$ cat src/rtl/gpa_fhdo_seq_pkg.sv
// Shared definitions for the GPA-FHDO DAC/ADC update sequencer.
package gpa_fhdo_seq_pkg;

    typedef enum logic [2:0] {
        S_IDLE,
        S_SELECT,
        S_ISSUE,
        S_WAIT_HI,
        S_WAIT_LO,
        S_FINISH
    } state_e;

    // DAC register address used for every channel write
    localparam logic [1:0] DAC_ADDR = 2'b10;

    // Bit-field positions inside the 32-bit SPI word
    localparam int ADC_SEL_BIT = 30;
    localparam int BCAST_BIT   = 24;
    localparam int ADDR_HI     = 19;
    localparam int ADDR_LO     = 16;
    localparam int CMD_LO      = 8;

    localparam int CH_MAX = 4;

endpackage

$ cat src/rtl/gpa_fhdo_word_fmt.sv
// Combinational builder for the 32-bit SPI word (DAC write or ADC readback).
module gpa_fhdo_word_fmt
    import gpa_fhdo_seq_pkg::*;
(
    input  logic [1:0]  ch_i,
    input  logic [15:0] code_i,
    input  logic        adc_i,
    input  logic [15:0] cmd_i,
    output logic [31:0] word_o
);

    // ADC words carry only the select bit and command; DAC words carry address and code
    always_comb begin
        word_o = '0;
        if (adc_i) begin
            word_o[ADC_SEL_BIT]     = 1'b1;
            word_o[CMD_LO +: 16]    = cmd_i;
        end else begin
            word_o[BCAST_BIT]       = 1'b0;
            word_o[ADDR_HI:ADDR_LO] = {DAC_ADDR, ch_i};
            word_o[15:0]            = code_i;
        end
    end

endmodule

$ cat src/rtl/gpa_fhdo_seq.sv
// Update sequencer: walks enabled DAC channels in ascending order, then an
// optional ADC readback, handshaking each word against the SPI interface busy flag.
module gpa_fhdo_seq
    import gpa_fhdo_seq_pkg::*;
#(
    parameter int TIMEOUT_CYCLES = 1023,
    parameter int CH_NUM         = 4
) (
    input  logic        clk,
    input  logic        rst,
    input  logic [63:0] ch_data_i,
    input  logic [3:0]  ch_en_i,
    input  logic        adc_en_i,
    input  logic [15:0] adc_cmd_i,
    input  logic        update_i,
    output logic [31:0] data_o,
    output logic        valid_o,
    input  logic        iface_busy_i,
    output logic        busy_o,
    output logic        done_o,
    output logic        overrun_o,
    output logic        timeout_o
);

    localparam int CW = $clog2(TIMEOUT_CYCLES + 1);

    state_e        state_q;
    logic [63:0]   data_q;
    logic [3:0]    en_q;
    logic          adc_q;
    logic [15:0]   cmd_q;
    logic [2:0]    ch_idx_q;
    logic [1:0]    cur_ch_q;
    logic          cur_adc_q;
    logic          adc_done_q;
    logic          pend_q;
    logic [CW-1:0] cnt_q;
    logic [31:0]   word_q;
    logic          valid_q, busy_q, done_q, overrun_q, timeout_q;

    logic          sel_found;
    logic [1:0]    sel_ch;
    logic [15:0]   sel_code;
    logic [31:0]   sel_word;

    // Lowest enabled channel at or above the current index
    always_comb begin
        sel_found = 1'b0;
        sel_ch    = '0;
        for (int i = CH_NUM - 1; i >= 0; i--) begin
            if (en_q[i] && (3'(i) >= ch_idx_q)) begin
                sel_found = 1'b1;
                sel_ch    = 2'(i);
            end
        end
        sel_code = data_q[{sel_ch, 4'b0000} +: 16];
    end

    gpa_fhdo_word_fmt u_fmt (
        .ch_i   (sel_ch),
        .code_i (sel_code),
        .adc_i  (~sel_found),
        .cmd_i  (cmd_q),
        .word_o (sel_word)
    );

    // Sequencer FSM with registered outputs
    always_ff @(posedge clk or posedge rst) begin
        if (rst) begin
            state_q    <= S_IDLE;
            data_q     <= '0;
            en_q       <= '0;
            adc_q      <= 1'b0;
            cmd_q      <= '0;
            ch_idx_q   <= '0;
            cur_ch_q   <= '0;
            cur_adc_q  <= 1'b0;
            adc_done_q <= 1'b0;
            pend_q     <= 1'b0;
            cnt_q      <= '0;
            word_q     <= '0;
            valid_q    <= 1'b0;
            busy_q     <= 1'b0;
            done_q     <= 1'b0;
            overrun_q  <= 1'b0;
            timeout_q  <= 1'b0;
        end else begin
            valid_q <= 1'b0;
            done_q  <= 1'b0;
            // Strobes arriving mid-sequence collapse into a single pending restart
            if (update_i && busy_q) begin
                overrun_q <= 1'b1;
                pend_q    <= 1'b1;
            end
            case (state_q)
                S_IDLE: begin
                    if (update_i || pend_q) begin
                        data_q     <= ch_data_i;
                        en_q       <= ch_en_i;
                        adc_q      <= adc_en_i;
                        cmd_q      <= adc_cmd_i;
                        ch_idx_q   <= '0;
                        adc_done_q <= 1'b0;
                        pend_q     <= 1'b0;
                        busy_q     <= 1'b1;
                        state_q    <= S_SELECT;
                    end
                end
                S_SELECT: begin
                    if (sel_found || (adc_q && !adc_done_q)) begin
                        word_q    <= sel_word;
                        valid_q   <= 1'b1;
                        cur_ch_q  <= sel_ch;
                        cur_adc_q <= ~sel_found;
                        state_q   <= S_ISSUE;
                    end else begin
                        done_q  <= 1'b1;
                        state_q <= S_FINISH;
                    end
                end
                S_ISSUE: begin
                    cnt_q   <= '0;
                    state_q <= S_WAIT_HI;
                end
                S_WAIT_HI: begin
                    if (iface_busy_i) begin
                        state_q <= S_WAIT_LO;
                    end else if (cnt_q == CW'(TIMEOUT_CYCLES - 1)) begin
                        timeout_q <= 1'b1;
                        done_q    <= 1'b1;
                        state_q   <= S_FINISH;
                    end else begin
                        cnt_q <= cnt_q + 1'b1;
                    end
                end
                S_WAIT_LO: begin
                    if (!iface_busy_i) begin
                        if (cur_adc_q) adc_done_q <= 1'b1;
                        else           ch_idx_q   <= {1'b0, cur_ch_q} + 3'd1;
                        state_q <= S_SELECT;
                    end
                end
                S_FINISH: begin
                    busy_q  <= 1'b0;
                    state_q <= S_IDLE;
                end
                default: state_q <= S_IDLE;
            endcase
        end
    end

    assign data_o    = word_q;
    assign valid_o   = valid_q;
    assign busy_o    = busy_q;
    assign done_o    = done_q;
    assign overrun_o = overrun_q;
    assign timeout_o = timeout_q;

endmodule

$ cat config.mk
export PLATFORM = sky130hd
export DESIGN_NAME = gpa_fhdo_seq
export DESIGN_NICKNAME = d
export VERILOG_FILES = /design/src/rtl/gpa_fhdo_seq_pkg.sv /design/src/rtl/gpa_fhdo_word_fmt.sv /design/src/rtl/gpa_fhdo_seq.sv
export SDC_FILE = /design/constraint.sdc
export NUM_CORES = 1
export LEC_CHECK = 0
export BUFFER_PORTS_ARGS = -buffer_cell sky130_fd_sc_hd__buf_2
export CORE_MARGIN = 10
export CORE_UTILIZATION = 57
export DETAILED_ROUTE_END_ITERATION = 16
export PLACE_DENSITY = 0.83
export SLEW_MARGIN = 25
export SYNTH_ARGS = -nofsm -noshare
export SYNTH_HDL_FRONTEND = slang
export SYNTH_SLANG_ARGS = --single-unit
$ cat constraint.sdc
create_clock -name clk -period 13.9 [get_ports clk]
set_clock_uncertainty 0.2 [all_clocks]
set_input_delay 3.475 -clock clk [delete_from_list [all_inputs] [get_ports clk]]
set_output_delay 3.475 -clock clk [all_outputs]
set_load 0.05 [all_outputs]
==> impl_metrics.py <==
metrics = {
    "outcome": {
        "status": "finished clean",
    },
    "sta": {
        "worst_hold_slack_ns": 0.2532,
        "fmax_mhz": 198.4,
        "worstMarginPinSlew_ns": 1.011,
        "fin_crit_ns": 5.040,
        "setup_viol": 0,
        "slew_violations": 0,
        "final.setup.tns_ns": 0,
        "rsz0062_at_grt": "false",
        "hold_violations": 0,
        "slew_headroom": 0.3216,
        "post-route-period-util": 0.3626,
    },
    "cts": {
        "cts_root_buf": "clkbuf_8",
        "cts_tree": "yes",
        "clk_pin_slew_worst_paths_ns": 0.06,
        "cts_hold_buf": 0,
        "cts_num_sinks": 135,
        "clk_path_buf_depth": 2,
        "insertion_delay_ns": 0.53,
        "post-cts-setup-buffers": 0,
        "cts_buffers": 17,
        "cts_resized": 0,
        "h-tree-depth": 4,
    },
    "detailed_routing": {
        "drc": 0,
        "drtIter0Drc": 246,
        "drt_pass1_iterations": 5,
        "antenna_left": 0,
        "vias": 4413,
        "viasPerCell": 5.716,
        "wire_per_inst_um": 19.16,
        "routed_wl_mm": 14.79,
    },
    "synthesis": {
        "synthMuxAreaShare": 0.1846,
        "yosys_register_bits": 135,
        "synth_compound_area_frac": 0.1002,
        "synthFlopType": "dfrtp_1",
        "synth_area_per_cell_um2": 11.75,
        "synth-xor-area-share": 0.01031,
        "yosysMostFrequentCell": "dfrtp_1",
        "synth.distinct_cells": 48,
        "synth_top_family_by_area": "multiplexers",
        "synth-simple-area-share": 0.1008,
        "synthTopCellsByArea": "dfrtp_1 57%, mux2_2 13%, nand2_1 4.9%, mux2_1 2.7%, mux2i_1 2.4%",
        "synthAdderAreaFrac": 0.006313,
        "synth_cells": 506,
        "synth_top_area_cell": "dfrtp_1",
        "synth_edf_count": 0,
        "postSynth.asyncResetShare": 1.000,
        "synthesis.area_um2": 5946,
        "yosys_warnings": 0,
        "yosysTopAreaCellShare": 0.5682,
        "seq_area_frac_synth": 0.5682,
        "synth_common_cells": "135 x dfrtp_1, 77 x nand2_1, 71 x mux2_2",
    },
    "setup_path": {
        "rr_endpoint": "data_o[12]$_DFFE_PP0P_",
        "cpLargestDelayFamily": "flip-flops",
        "regToRegStartpoint": "ch_idx_q[0]$_DFFE_PP0P_",
        "critPathMaxStageDelay_ns": 0.50,
        "timing.reg2reg.setup_slack_ns": 11.15,
        "path_class": "reg2out",
        "reg2reg_depth": 5,
        "startpoint_type": "flop",
        "cp-end-kind": "primary output",
        "crit_path_top_delay_cell": "dfrtp_1",
        "path_cells": "buf_2",
        "crit_buf_inv": 1,
        "cp_max_fo": 9,
        "cp.arrival_ns": 1.37,
        "required_ns": 10.22,
    },
    "global_route": {
        "met3_usage": 0.08141,
        "grt_max_degree": 87,
        "gr-usage-met1": 0.2368,
        "grt_usage": 0.2053,
        "grtUsageMet2": 0.3304,
        "antenna_found_initial": 0,
        "grt-busiest-layer": "met2",
        "gr-total-overflow": 0,
        "grt_pass1_vias": 4854,
        "grt_pass1_wl_mm": 24.05,
    },
    "layout": {
        "diodes": 0,
        "finalInstanceArea_um2": 7301,
        "areaGrowthSynthToFinish_pct": 22.79,
        "nets": 715,
        "fin_cells": 772,
        "drive_gt1_frac": 0.3679,
    },
    "power": {
        "seqPwrFrac": 0.342,
        "peakVddDrop_v": 0.0001485,
        "power.share.switching": 0.3935,
        "power_leakage_nw": 3.342,
        "intPower_mw": 1.242,
        "p_per_area_nw_per_um2": 280.5,
        "power.switching_uw": 805.7,
        "p_clk_frac": 0.242,
        "power_frac_comb": 0.416,
    },
    "die": {
        "rows": 37,
        "start_util": 0.5811,
        "fp.dieH_um": 122.1,
        "dieArea_um2": 14920,
        "core-area_um2": 10230,
        "io_pins": 126,
        "die_x_um": 122.1,
    },
    "placed_design": {
        "dp_hpwl_mm": 9.784,
        "dp.cells": 739,
        "dpl_cell_area_um2": 6615,
        "place_congestion": 0.8488,
        "port_buffers": 118,
    },
    "worst_hold_path": {
        "hp-class": "reg2reg",
        "hold_path_depth": 1,
        "hold_start": "overrun_o$_DFFE_PP0P_",
        "min_to": "overrun_o$_DFFE_PP0P_",
    },
    "job": {
        "maxCapViolCount": 0,
    },
}
state kept, by name (all words and copies together) (netlist names):
| name | flops |
|---|---|
| ch_idx_q | 3 |
| state_q | 3 |
| pend_q | 1 |
| cmd_q | 16 |
| adc_done_q | 1 |
| cur_ch_q | 2 |
| overrun_o | 1 |
| timeout_o | 1 |
| done_o | 1 |
| cnt_q | 10 |
| adc_q | 1 |
| valid_o | 1 |
| cur_adc_q | 1 |
| data_o | 24 |
| en_q | 4 |
| data_q | 64 |
| busy_o | 1 |
worst max-delay path by stage:
stage / startpoint / to / slack, ns / cells after the start
after floorplan: rst / adc_done_q$_DFFE_PP0P_ / 6.61 / 1
after global placement: update_i / data_q[5]$_DFFE_PP0P_ / 8.42 / 4
after detailed placement: update_i / data_q[12]$_DFFE_PP0P_ / 8.36 / 4
after CTS: cur_adc_q$_DFFE_PP0P_ / data_o[30] / 8.84 / 1
after global routing: cur_adc_q$_DFFE_PP0P_ / data_o[30] / 8.79 / 1
final: cur_adc_q$_DFFE_PP0P_ / data_o[30] / 8.86 / 1
layer usage:
layer	vias to the layer above	wire length, um
met3	40	1181
li1	2012	-
met1	2163	5736
met5	-	0
met4	0	387
met2	198	7487
power groups by stage:
stage          clock network, mW  logic, mW  registers (mW)
5_1_grt                    0.520      0.926           0.721
3_3_place_gp                   0      0.804           0.687
2_1_floorplan                  0      0.540           0.790
3_5_place_dp                   0      0.839           0.699
4_1_cts                    0.498      0.847           0.697
6_report                   0.495      0.852           0.700
through the flow:
stage | total power [mW] | utilization | setup slack (ns)
3_5_place_dp | 1.538 | 0.6466 | 8.363
6_report | 2.048 | 0.7136 | 8.860
5_1_grt | 2.167 | 0.7136 | 8.792
4_1_cts | 2.043 | 0.7114 | 8.842
3_3_place_gp | 1.490 | 0.6466 | 8.415
2_1_floorplan | 1.330 | - | 6.614
layout make-up:
cell class                 instances  area [um2]
tap                              136       170.2
fill                             709        2930
timing repair buffer             121       616.8
multi-input combinational        342        2447
inverter                           6       25.02
clock buffer                      21       469.2
clock inverter                    11       193.9
sequential                       135        3378
layout by cell type (no fill, tap or decap), types with 3 or more instances in the layout:
master	netlist	layout
inv_1	4	3
mux2i_1	14	14
clkinvlp_4	0	4
clkbuf_16	0	16
o221ai_1	5	5
a22o_1	5	5
nand2b_1	7	7
buf_2	9	118
bufinv_16	0	5
o21ai_1	8	9
conb_1	1	7
nor2_1	23	22
mux2_2	71	71
o21ai_0	21	20
mux2_1	14	14
or3_1	3	3
dfrtp_1	135	135
a21oi_1	25	25
nand3_1	12	12
nand2_1	77	76
xnor2_1	5	5
clkbuf_8	0	5
ha_1	3	3
nor3_1	3	3
nand4_1	3	3
o32a_1	8	8
cells by family (layout without fill, tap and decap cells):
group | count (synthesis) | after routing
DFF | 135 | 135
adders and majority gates | 3 | 3
and+or+nand+nor | 137 | 137
AOI/OAI and AO/OA | 89 | 89
muxes | 99 | 99
buffers and inverters | 35 | 159
other | 1 | 7
xor gates and xnor gates | 7 | 7
Note: power is estimated with default switching activity, not from simulation.
